===== src/rtl/pcie_hcmd_sq_req_mo.sv =====
// NVMe SQ command fetch requester with a local tag pool.
// One MRd per command; out-of-order completions free tags.
module pcie_hcmd_sq_req_mo #(
  parameter int C_PCIE_ADDR_WIDTH = 48,
  parameter int P_SLOT_TAG_WIDTH  = 10,
  parameter int P_QID_WIDTH       = 4,
  parameter int P_TAG_BITS        = 3,
  parameter int P_TAG_PREFIX      = 0,
  parameter int P_CMD_DW          = 16
) (
  input  logic                         pcie_user_clk,
  input  logic                         pcie_user_rst_n,
  input  logic                         sq_req_en,
  input  logic                         arb_sq_rdy,
  input  logic [P_QID_WIDTH-1:0]       sq_qid,
  input  logic [C_PCIE_ADDR_WIDTH-3:0] hcmd_pcie_addr,
  output logic                         sq_hcmd_ack,
  input  logic                         hcmd_slot_rdy,
  input  logic [P_SLOT_TAG_WIDTH-1:0]  hcmd_slot_tag,
  output logic                         hcmd_slot_alloc_en,
  output logic                         pcie_sq_cmd_fifo_wr_en,
  output logic [P_TAG_BITS+P_QID_WIDTH+P_SLOT_TAG_WIDTH-1:0]
                                       pcie_sq_cmd_fifo_wr_data,
  input  logic                         pcie_sq_cmd_fifo_full_n,
  output logic                         pcie_sq_rx_tag_alloc,
  output logic [7:0]                   pcie_sq_rx_alloc_tag,
  output logic [10:0]                  pcie_sq_rx_tag_alloc_len,
  input  logic                         pcie_sq_rx_tag_full_n,
  input  logic                         pcie_sq_rx_fifo_full_n,
  input  logic                         sq_tag_release,
  input  logic [P_TAG_BITS-1:0]        sq_tag_release_tag,
  output logic                         sq_tag_release_err,
  output logic                         tx_mrd_req,
  output logic [7:0]                   tx_mrd_tag,
  output logic [12:2]                  tx_mrd_len,
  output logic [C_PCIE_ADDR_WIDTH-3:0] tx_mrd_addr,
  input  logic                         tx_mrd_req_ack,
  output logic [P_TAG_BITS:0]          sq_outstanding_cnt,
  output logic                         sq_req_idle
);

  localparam int NT = 1 << P_TAG_BITS;
  localparam int PW = 8 - P_TAG_BITS;
  localparam int AW = C_PCIE_ADDR_WIDTH - 2;
  localparam int CW = P_TAG_BITS + 1;
  localparam logic [PW-1:0] PREFIX = PW'(P_TAG_PREFIX);
  localparam logic [10:0]   LEN    = 11'(P_CMD_DW);

  typedef enum logic [2:0] {
    S_IDLE,
    S_CMD_INFO,
    S_CHECK,
    S_MRD_REQ,
    S_MRD_ACK
  } state_t;

  state_t state_q;
  state_t state_d;

  logic [NT-1:0]               busy_q;
  logic [NT-1:0]               busy_d;
  logic [NT-1:0]               set_vec;
  logic [NT-1:0]               clr_vec;
  logic [CW-1:0]               cnt_q;
  logic [P_TAG_BITS-1:0]       free_tag;
  logic                        any_free;
  logic                        acquire;
  logic                        tx_room;
  logic                        set_en;
  logic                        rel_ok;
  logic                        err_q;
  logic [P_TAG_BITS-1:0]       tag_q;
  logic [P_QID_WIDTH-1:0]      qid_q;
  logic [P_SLOT_TAG_WIDTH-1:0] slot_q;
  logic [AW-1:0]               addr_q;

  // Lowest-index free tag, from the registered bitmap only.
  always_comb begin
    free_tag = '0;
    for (int i = NT - 1; i >= 0; i--) begin
      if (!busy_q[i]) free_tag = P_TAG_BITS'(i);
    end
  end

  assign any_free = ~&busy_q;
  assign acquire  = sq_req_en & arb_sq_rdy
                  & hcmd_slot_rdy & any_free;
  assign tx_room  = pcie_sq_cmd_fifo_full_n
                  & pcie_sq_rx_tag_full_n
                  & pcie_sq_rx_fifo_full_n;

  always_comb begin
    state_d = state_q;
    unique case (state_q)
      S_IDLE:     if (acquire) state_d = S_CMD_INFO;
      S_CMD_INFO: state_d = S_CHECK;
      S_CHECK:    if (tx_room) state_d = S_MRD_REQ;
      S_MRD_REQ:  state_d = S_MRD_ACK;
      S_MRD_ACK:  if (tx_mrd_req_ack) state_d = S_IDLE;
      default:    state_d = S_IDLE;
    endcase
  end

  always_ff @(posedge pcie_user_clk or negedge pcie_user_rst_n) begin
    if (!pcie_user_rst_n) state_q <= S_IDLE;
    else                  state_q <= state_d;
  end

  always_ff @(posedge pcie_user_clk or negedge pcie_user_rst_n) begin
    if (!pcie_user_rst_n) begin
      tag_q  <= '0;
      qid_q  <= '0;
      slot_q <= '0;
      addr_q <= '0;
    end else if (state_q == S_CMD_INFO) begin
      tag_q  <= free_tag;
      qid_q  <= sq_qid;
      slot_q <= hcmd_slot_tag;
      addr_q <= hcmd_pcie_addr;
    end
  end

  // A release aimed at a tag being set this cycle sees it clear: error.
  assign set_en  = (state_q == S_MRD_REQ);
  assign rel_ok  = sq_tag_release & busy_q[sq_tag_release_tag];
  assign set_vec = set_en ? (NT'(1) << tag_q) : '0;
  assign clr_vec = rel_ok ? (NT'(1) << sq_tag_release_tag) : '0;
  assign busy_d  = (busy_q & ~clr_vec) | set_vec;

  always_ff @(posedge pcie_user_clk or negedge pcie_user_rst_n) begin
    if (!pcie_user_rst_n) begin
      busy_q <= '0;
      cnt_q  <= '0;
      err_q  <= 1'b0;
    end else begin
      busy_q <= busy_d;
      err_q  <= sq_tag_release & ~busy_q[sq_tag_release_tag];
      unique case ({set_en, rel_ok})
        2'b10:   cnt_q <= cnt_q + CW'(1);
        2'b01:   cnt_q <= cnt_q - CW'(1);
        default: cnt_q <= cnt_q;
      endcase
    end
  end

  assign sq_hcmd_ack              = (state_q == S_CMD_INFO);
  assign hcmd_slot_alloc_en       = (state_q == S_CMD_INFO);
  assign pcie_sq_cmd_fifo_wr_en   = set_en;
  assign pcie_sq_rx_tag_alloc     = set_en;
  assign tx_mrd_req               = set_en;
  assign pcie_sq_cmd_fifo_wr_data = {tag_q, qid_q, slot_q};
  assign pcie_sq_rx_alloc_tag     = {PREFIX, tag_q};
  assign tx_mrd_tag               = {PREFIX, tag_q};
  assign pcie_sq_rx_tag_alloc_len = LEN;
  assign tx_mrd_len               = LEN;
  assign tx_mrd_addr              = addr_q;
  assign sq_tag_release_err       = err_q;
  assign sq_outstanding_cnt       = cnt_q;
  assign sq_req_idle = (state_q == S_IDLE) && (cnt_q == '0);

endmodule


===== config.mk =====
export PLATFORM = sky130hd
export DESIGN_NAME = pcie_hcmd_sq_req_mo
export DESIGN_NICKNAME = d
export VERILOG_FILES = /design/src/rtl/pcie_hcmd_sq_req_mo.sv
export SDC_FILE = /design/constraint.sdc
export NUM_CORES = 1
export LEC_CHECK = 0
export CORE_ASPECT_RATIO = 0.75
export CORE_MARGIN = 8
export CORE_UTILIZATION = 40
export CTS_BUF_LIST = sky130_fd_sc_hd__clkbuf_4
export DETAILED_ROUTE_END_ITERATION = 6
export PLACE_DENSITY = 0.78
export SYNTH_ARGS = -nofsm -noshare
export SYNTH_HDL_FRONTEND = slang
export SYNTH_SLANG_ARGS = --single-unit

===== constraint.sdc =====
create_clock -name pcie_user_clk -period 2.4 [get_ports pcie_user_clk]
set_clock_uncertainty 0.15 [all_clocks]
set_input_delay 0.48 -clock pcie_user_clk [delete_from_list [all_inputs] [get_ports pcie_user_clk]]
set_output_delay 0.48 -clock pcie_user_clk [all_outputs]
set_load 0.01 [all_outputs]

* Word level (Yosys, flattened, before mapping)
Index checks and enable logic that the tools add are counted.
W data, S select, Z words.
** Word-level totals
- Flip-flop bits (word level) :: 79
- Memory bits (read-only) :: 0
- Output and inout port bits :: 112
- Bits in latches :: 0
- Memories :: 0
- Logic and storage cells :: 57
- Memory bits (writable) :: 0
- Input port bits :: 73
** Operators by class
- Div/mod/pow operators :: 0
- Muxes and demuxes :: 17
- Equality and inequality tests :: 9
- Reduce and logical (&&, ||, !) cells :: 7
- $mul :: 0
- $add $sub $neg :: 2
- Bitwise logic cells :: 11
- Order comparisons :: 1
- Shift-type cells :: 2
** Operators by type and width (number)
- $mux W3 :: 11
- $mux W8 :: 2
- $shl A1 B3 Y8 const A :: 2
- $pmux W3 S5 :: 1
- $and A8 B8 Y8 :: 1
- $not A8 Y8 :: 1
- $or A8 B8 Y8 :: 1
- $pmux W4 S2 :: 1
- $reduce_and A8 Y1 :: 1
- $and A1 B1 Y1 :: 7
- $eq A3 B2 Y1 const B :: 2
- $ne A2 B2 Y1 const B :: 3
- $add A4 B1 Y4 const B :: 1
- $logic_not A4 Y1 :: 1
- $lt A3 B4 Y1 const B :: 1
- $sub A4 B1 Y4 const B :: 1
- $bmux W1 S3 :: 1
- $eq A3 B1 Y1 const B :: 1
- $eq A3 B3 Y1 const B :: 1
- $logic_not A3 Y1 :: 1
- $reduce_and A3 Y1 :: 1
- $eq A2 B1 Y1 const B :: 1
- $eq A2 B2 Y1 const B :: 1
- $reduce_bool A2 Y1 :: 1
- other kinds (4) :: 4

* Logic depth before layout (Yosys ltp)
Gate-level depths: netlist (run 1).
- Word-level depth :: 8
- Depth in mapped cells :: 12
- Mapped depth without buffers :: 11

* Worst setup path before layout (run 1)
No wires, ideal clock.
- Path kind :: in2reg
- Start point :: input port sq_tag_release_tag[1]
- End point :: register cnt_q[2] (netlist: sq_outstanding_cnt[2])
- Path buffers :: 1
- Arrival :: 2.113 ns
- Required time :: 2.120 ns
- Library setup time :: 0.130 ns
- Path slack :: 0.007 ns
- Stages :: 12
- Cell sequence :: buf_2 mux2i_1 nand3b_1 nand4_1 nor2_1 ha_1 xor2_1 ha_1 a21oi_1 xor2_1 nor2_1 xor2_1
** On the way
- Cells in the longest elaborated chain, start to end :: 5
- Elaborated cells on any way between the ends :: 7
- Those cells by class :: 2 x eq/ne; 3 x mux; 1 x bitwise; 1 x reduce/logical
** Ends and longest elaborated chain
- from (decl) :: line 31 : input logic [P_TAG_BITS-1:0] sq_tag_release_tag,
- $bmux W1 S3 (*) :: line 125 : assign rel_ok = sq_tag_release & busy_q[sq_tag_release_tag];
- $mux W1 (not written as such) (*) :: line 125
- $and A1 B1 Y1 (*) :: line 125
- $eq A2 B1 Y1 or $eq A2 B2 Y1 (tied branches) :: line 138 : unique case ({set_en, rel_ok})
- $pmux W4 S2 or $reduce_bool A2 Y1 (tied branches)
- to (signal assigned) :: line 139 : 2'b10: cnt_q <= cnt_q + CW'(1);
- to (signal assigned) :: line 140 : 2'b01: cnt_q <= cnt_q - CW'(1);
- to (signal assigned) :: line 141 : default: cnt_q <= cnt_q;
- to (decl) :: line 64 : logic [CW-1:0] cnt_q;
Every way passes the cells marked *; elsewhere a longest branch is shown, timed or not. The select of a mux whose other input is x is not followed.
A chain may end at the register's enable or synchronous reset.

* Worst setup path after layout (run 1)
- Start point :: input port sq_tag_release_tag[1]
- End point :: register cnt_q[3] (netlist: sq_outstanding_cnt[3])
Same word-level chain as after synthesis.

==> results of run 1 <==
[through the flow]
stage               setup TNS [ns]  utilization  hold WS, ns  worst slack (ns)  cells
finish                           0        0.594        0.336            0.0917    702
global route                     0        0.594        0.361           0.00686    702
CTS                              0        0.590        0.342            0.0672    699
detailed placement           -1.75        0.570        0.313            -0.582    678
global placement             -1.33        0.570        0.307            -0.451    678
floorplan                        0            -       0.0344           0.00734    444
[repair_timing]
action,4_1_cts,5_1_grt
hold buffers,1,0
setup buffers,4,3
cloned,0,0
hold endpoints to repair,37,0
setup endpoints to repair,7,1
gates resized for setup,13,6
pin swaps,0,2
[worst max-delay path, stage by stage]
cell,delay (ns)
clkdlybuf4s15_1,0.33
mux2i_1,0.24
nand3b_1,0.10
nand4_1,0.14
nor2_2,0.07
ha_2,0.19
buf_4,0.13
buf_4,0.14
o21ai_0,0.06
nor4bb_1,0.33
a31oi_1,0.10
xnor2_1,0.14
[synth_stat cells]
cell	n	area share
o21ai_0	10	0.013
nand4_1	4	0.0067
nand2b_1	5	0.0084
mux2_2	1	0.0030
o41ai_1	3	0.0070
ha_1	3	0.010
or3_1	2	0.0034
nor4bb_1	1	0.0027
mux2i_1	4	0.011
buf_4	41	0.083
or3b_4	1	0.0030
a31oi_1	3	0.0050
nor4_1	1	0.0017
clkinv_2	1	0.0013
nand4b_1	1	0.0023
inv_1	4	0.0040
nor2b_1	1	0.0017
o22ai_1	2	0.0034
nor3_1	1	0.0013
dfrtp_1	79	0.53
buf_2	2	0.0027
xnor2_1	3	0.0070
and2_1	2	0.0034
nand3_1	3	0.0040
nand2_1	194	0.20
or2_2	1	0.0017
a22o_1	1	0.0023
buf_6	13	0.039
a21oi_1	1	0.0013
conb_1	2	0.0020
clkbuf_1	3	0.0030
nand3b_1	3	0.0060
o31ai_1	3	0.0060
nor2_1	9	0.0091
xor2_1	3	0.0070
or4b_2	1	0.0027
a32o_1	2	0.0054
[placed cells by master (no fill, tap or decap), types with 4 or more instances in the layout]
cell type,instances
buf_4,20
clkbuf_4,11
clkdlybuf4s50_1,142
conb_1,32
dfrtp_1,73
dfrtp_2,6
dlygate4sd2_1,6
inv_1,4
mux2i_1,4
nand2_1,194
nand2b_1,5
nand4_1,4
nor2_1,8
o21ai_0,10
[power groups by stage]
stage,clock network [mW],logic (mW),registers (mW)
2_1_floorplan,0,0.977,2.58
5_1_grt,0.870,3.00,2.45
6_report,0.788,2.73,2.36
3_3_place_gp,0,2.66,2.35
3_5_place_dp,0,2.72,2.39
4_1_cts,0.824,2.76,2.37
[routing by layer]
layer | track usage | part of all wire | vias up
met5 | 0 | 0 | -
met4 | 0.0483 | 0.0092 | 0
met3 | 0.0652 | 0.10 | 7
met2 | 0.271 | 0.47 | 133
met1 | 0.191 | 0.42 | 1490
li1 | - | - | 1546
[area by class of cell]
class	count	area (um2)
Timing Repair Buffer	173	1690
Inverter	5	20.0
Sequential cell	79	1980
Fill cell	800	3670
Clock inverter	5	58.8
Clock buffer	11	82.6
Tap cell	128	160
Multi-Input combinational cell	301	1380
[cells by family (layout without fill, tap and decap cells)]
| kind of cell | count (synthesis) | in the layout | synth area share |
|---|---|---|---|
| flops | 79 | 79 | 0.530 |
| other cells | 2 | 32 | 0.00201 |
| buf+inv | 64 | 194 | 0.133 |
| simple gates | 230 | 230 | 0.253 |
| compound gates | 25 | 25 | 0.0439 |
| fa+ha+maj | 3 | 3 | 0.0101 |
| mux | 5 | 5 | 0.0138 |
| xor+xnor | 6 | 6 | 0.0141 |
[path summary, 6_finish.rpt]
| kind | endpoint | slack, ns | cells past startpoint |
|---|---|---|---|
| worst max-delay path | sq_outstanding_cnt[3]$_DFFE_PN0P_ | 0.09 | 12 |
| worst min-delay path | tx_mrd_addr[29]$_DFFE_PN0P_ | 0.34 | 2 |
| worst max register to register | sq_outstanding_cnt[3]$_DFFE_PN0P_ | 0.13 | 11 |
| worst min register to register | tx_mrd_addr[29]$_DFFE_PN0P_ | 0.34 | 2 |
| max in group asynchronous | state_q[2]$_DFFE_PN0P_ | 1.08 | 3 |
| min in group asynchronous | tx_mrd_addr[27]$_DFFE_PN0P_ | 0.43 | 2 |
[sequential cells by signal (all words and copies together) (netlist names)]
register / flops
state_q: 3
slot_q: 10
sq_outstanding_cnt: 4
busy_q: 8
sq_tag_release_err: 1
tag_q: 3
tx_mrd_addr: 46
qid_q: 4
==> results.cfg, run 1 <==
[placement]
dpl-instance-area_mm2 = 0.00516
io_buffers = 152
gp_congestion = 0.883
dp_hpwl_um = 7860

[setup_path]
cp_max_fo = 5
r2r_start = busy_q[4]$_DFF_PN0_
required_ns = 2.54
path_class = in2reg
arrival_ns = 2.45
start_kind = primary input
end_kind = register
critPathLaunch = sq_tag_release_tag[1]

[logic_synthesis]
syn_inst = 414
syn_area_mm2 = 0.00373
syn_avg_cell_area_um2 = 9.01
seq_area_frac_synth = 0.530
ys_warn_count = 0
synth-seq-cells = 79
synth_cell_type_count = 37

[job]
drv_cap = 0

[sta]
finalHoldViolCount = 0
rsz0062_at_grt = no
slew_viol_final = 0
max_freq_mhz = 433
slew_headroom = 0.556
worst_pin_slew_ns = 0.666
min_period_ns = 2.31
finalCritPeriodShare = 0.962
finalSetupViolCount = 0

[routing]
wl_per_cell_um = 14.7
routed_wl_um = 10300
drt_iter0_drc = 161
postRouteAntennaNets = 0
post_drt_via_cell_ratio = 4.52
vias = 3176
dr.pass1.iters = 4
drcViolationCount = 0

[global_routing]
grt_pass1_vias = 3321
grt-ovfl-total = 0
antenna_found_initial = 0
grt_usage = 0.163
grt_first_pass_wirelength_um = 16800
grt_max_degree = 65

[floorplanning]
start_util = 0.412
die_h_um = 99.6
core_area_mm2 = 0.00905
die_w_um = 128
io_pins = 185
die-area_mm2 = 0.0127
rows = 30

[power_and_ir_drop]
seqPwrFrac = 0.402
ir_drop_mv = 0.541
p_total_mw = 5.88
power.leakage_nw = 2.60
p_sw_frac = 0.356
combPwrFrac = 0.464
clock_power_share = 0.134
p_int_mw = 3.79
pwr_density_cell_mw_per_mm2 = 1090
switchingPower_mw = 2.10

[clock_network]
cts_max_path_buffers = 2
path_clk_slew_ns = 0.11
htreeDepth = 3
cts.sinks = 79
cts_buffers = 9
clk_latency_ns = 0.40
cts_tree = done
root_buffer = clkbuf_4

[hold_path]
min_from = tx_mrd_addr[29]$_DFFE_PN0P_
min_path_type = reg2reg

[outcome]
status = finished, final reports clean

[layout]
final_area_mm2 = 0.00538
area_growth_pct = 44.1
layout.nets = 645
drive_above_1_share = 0.0889
antenna_cells = 0
No activity file was read; power rests on OpenSTA's default activity.
==> inputs of run 2 (changes only) <==
--- a/config.mk
+++ b/config.mk
@@ -11,6 +11,7 @@
 export CTS_BUF_LIST = sky130_fd_sc_hd__clkbuf_4
 export DETAILED_ROUTE_END_ITERATION = 6
 export PLACE_DENSITY = 0.78
+export SKIP_LAST_GASP = 1
 export SYNTH_ARGS = -nofsm -noshare
 export SYNTH_HDL_FRONTEND = slang
 export SYNTH_SLANG_ARGS = --single-unit
==> results.cfg, run 2 (synthesis gave the netlist of run 1 again) <==
[power_and_ir_drop]
power.leakage_nw = 2.65
ir_drop_mv = 0.541
pwr_density_cell_mw_per_mm2 = 1100

[layout]
layout.nets = 650
final_area_mm2 = 0.00542
drive_above_1_share = 0.0967
largest_register_ffs = 46
fillers = 792
antenna_cells = 0
register_area_mm2 = 0.00198
final_util = 0.599
finalNonFillerCells = 707
final_cell_mix = 194 x nand2_1, 142 x clkdlybuf4s50_1, 73 x dfrtp_1
mostFrequentLayoutCell = nand2_1
multiInputGateArea_mm2 = 0.00138
area_growth_pct = 45.3

[setup_path]
crit_path_cell_trace = buf_4 > or3b_4 > clkinv_2 > dlygate4sd2_1
crit_family = buffers and inverters
end_kind = primary output
worst-path-buf-inv = 3
slowest_stage = dfrtp_2
path_class = reg2out
arrival_ns = 1.80
start_kind = register
slowest_delay_ns = 0.47
cp_max_fo = 5
required_ns = 1.77

[sta]
slew_viol_final = 0
worst_pin_slew_ns = 0.677
finalCritPeriodShare = 1.01
layout_setup_ws_ns = -0.0260
finalHoldViolCount = 0
min_period_ns = 2.43
finalSetupViolCount = 2
max_freq_mhz = 412
rsz0062_at_grt = yes
slew_headroom = 0.548

[routing]
dr.pass1.iters = 5
routed_wl_um = 10400
wl_met3_um = 956
wl_met2_um = 4950
postRouteAntennaNets = 0
post_drt_via_cell_ratio = 4.53
drcViolationCount = 0
drt_iter0_drc = 162
wl_per_cell_um = 14.7
routed.top_layer = met4
vias = 3201
wl_met1_um = 4430

[floorplanning]
die_h_um = 99.6
die-area_mm2 = 0.0127
start_util = 0.412
die_w_um = 128
io_pins = 185
core_area_mm2 = 0.00905
rows = 30

[global_routing]
grt-ovfl-total = 0
grt_max_degree = 65
grt_first_pass_wirelength_um = 16700
grt_usage = 0.162
antenna_found_initial = 0
grt_pass1_vias = 3288

[placement]
placed_cells = 678
dp_hpwl_um = 7860
io_buffers = 152
gp_congestion = 0.883
place_ws_ns = -0.582
dpl-instance-area_mm2 = 0.00516

[clock_network]
cts_max_path_buffers = 2
cts_buffers = 9
htreeDepth = 3
cts.sinks = 79
cts_tree = done
path_clk_slew_ns = 0.12
clk_latency_ns = 0.40
root_buffer = clkbuf_4

[job]
drv_cap = 0

[outcome]
failed_checks = negative setup slack
status = finished with violations

[hold_path]
min_path_type = reg2reg
[run 2: worst paths after layout]
| check | slack [ns] | endpoint | cells after the start | from |
|---|---|---|---|---|
| max in group asynchronous | 1.07 | state_q[2]$_DFFE_PN0P_ | 3 | pcie_user_rst_n |
| max reg2reg | 0.16 | sq_outstanding_cnt[2]$_DFFE_PN0P_ | 11 | busy_q[3]$_DFF_PN0_ |
| min | 0.34 | tx_mrd_addr[29]$_DFFE_PN0P_ | 2 | tx_mrd_addr[29]$_DFFE_PN0P_ |
| max | -0.03 | hcmd_slot_alloc_en | 4 | state_q[1]$_DFFE_PN0P_ |
| min reg2reg | 0.34 | tx_mrd_addr[29]$_DFFE_PN0P_ | 2 | tx_mrd_addr[29]$_DFFE_PN0P_ |
| min in group asynchronous | 0.43 | tx_mrd_addr[27]$_DFFE_PN0P_ | 2 | pcie_user_rst_n |
[run 2: stage by stage]
step | power, mW | TNS (ns) | hold WS [ns]
floorplan | 3.56 | 0 | 0.0344
global placement | 5.02 | -1.33 | 0.307
detailed placement | 5.11 | -1.75 | 0.313
CTS | 5.94 | -0.334 | 0.342
global route | 6.39 | -0.228 | 0.361
finish | 5.95 | -0.0446 | 0.337
[run 2: power by group]
part           internal (mW)  total (mW)  switching [mW]  leakage [nW]
logic                   1.56        2.80            1.24          1.61
clock network          0.341       0.789           0.447        0.0731
registers               1.93        2.36           0.429         0.969
[run 2: timing repair]
item / 4_1_cts / 5_1_grt
endpoints found under the hold margin: 37 / 0
setup buffers: 4 / 8
endpoints found under the setup margin: 7 / 3
pin swaps: 0 / 2
resized for setup: 8 / 11
hold buffers: 1 / 0
[run 2: tightest hold or removal path: stages (launching register included)]
cell	delay (ns)
dfrtp_1	0.36
nand2_1	0.05
nand2_1	0.06
[run 2: area by class of cell]
class | instances | share of cell area
Clock inverter | 5 | 0.0108
Sequential cell | 79 | 0.366
Inverter | 5 | 0.00369
Clock buffer | 11 | 0.0152
Timing Repair Buffer | 178 | 0.320
Multi-Input combinational cell | 301 | 0.255
Tap cell | 128 | 0.0295
[run 2: layer usage]
metal  global-route usage  vias to the layer above
met5                    0                        -
met4               0.0465                        0
met3               0.0647                        5
met2                0.269                      132
met1                0.190                     1509
li1                     -                     1555
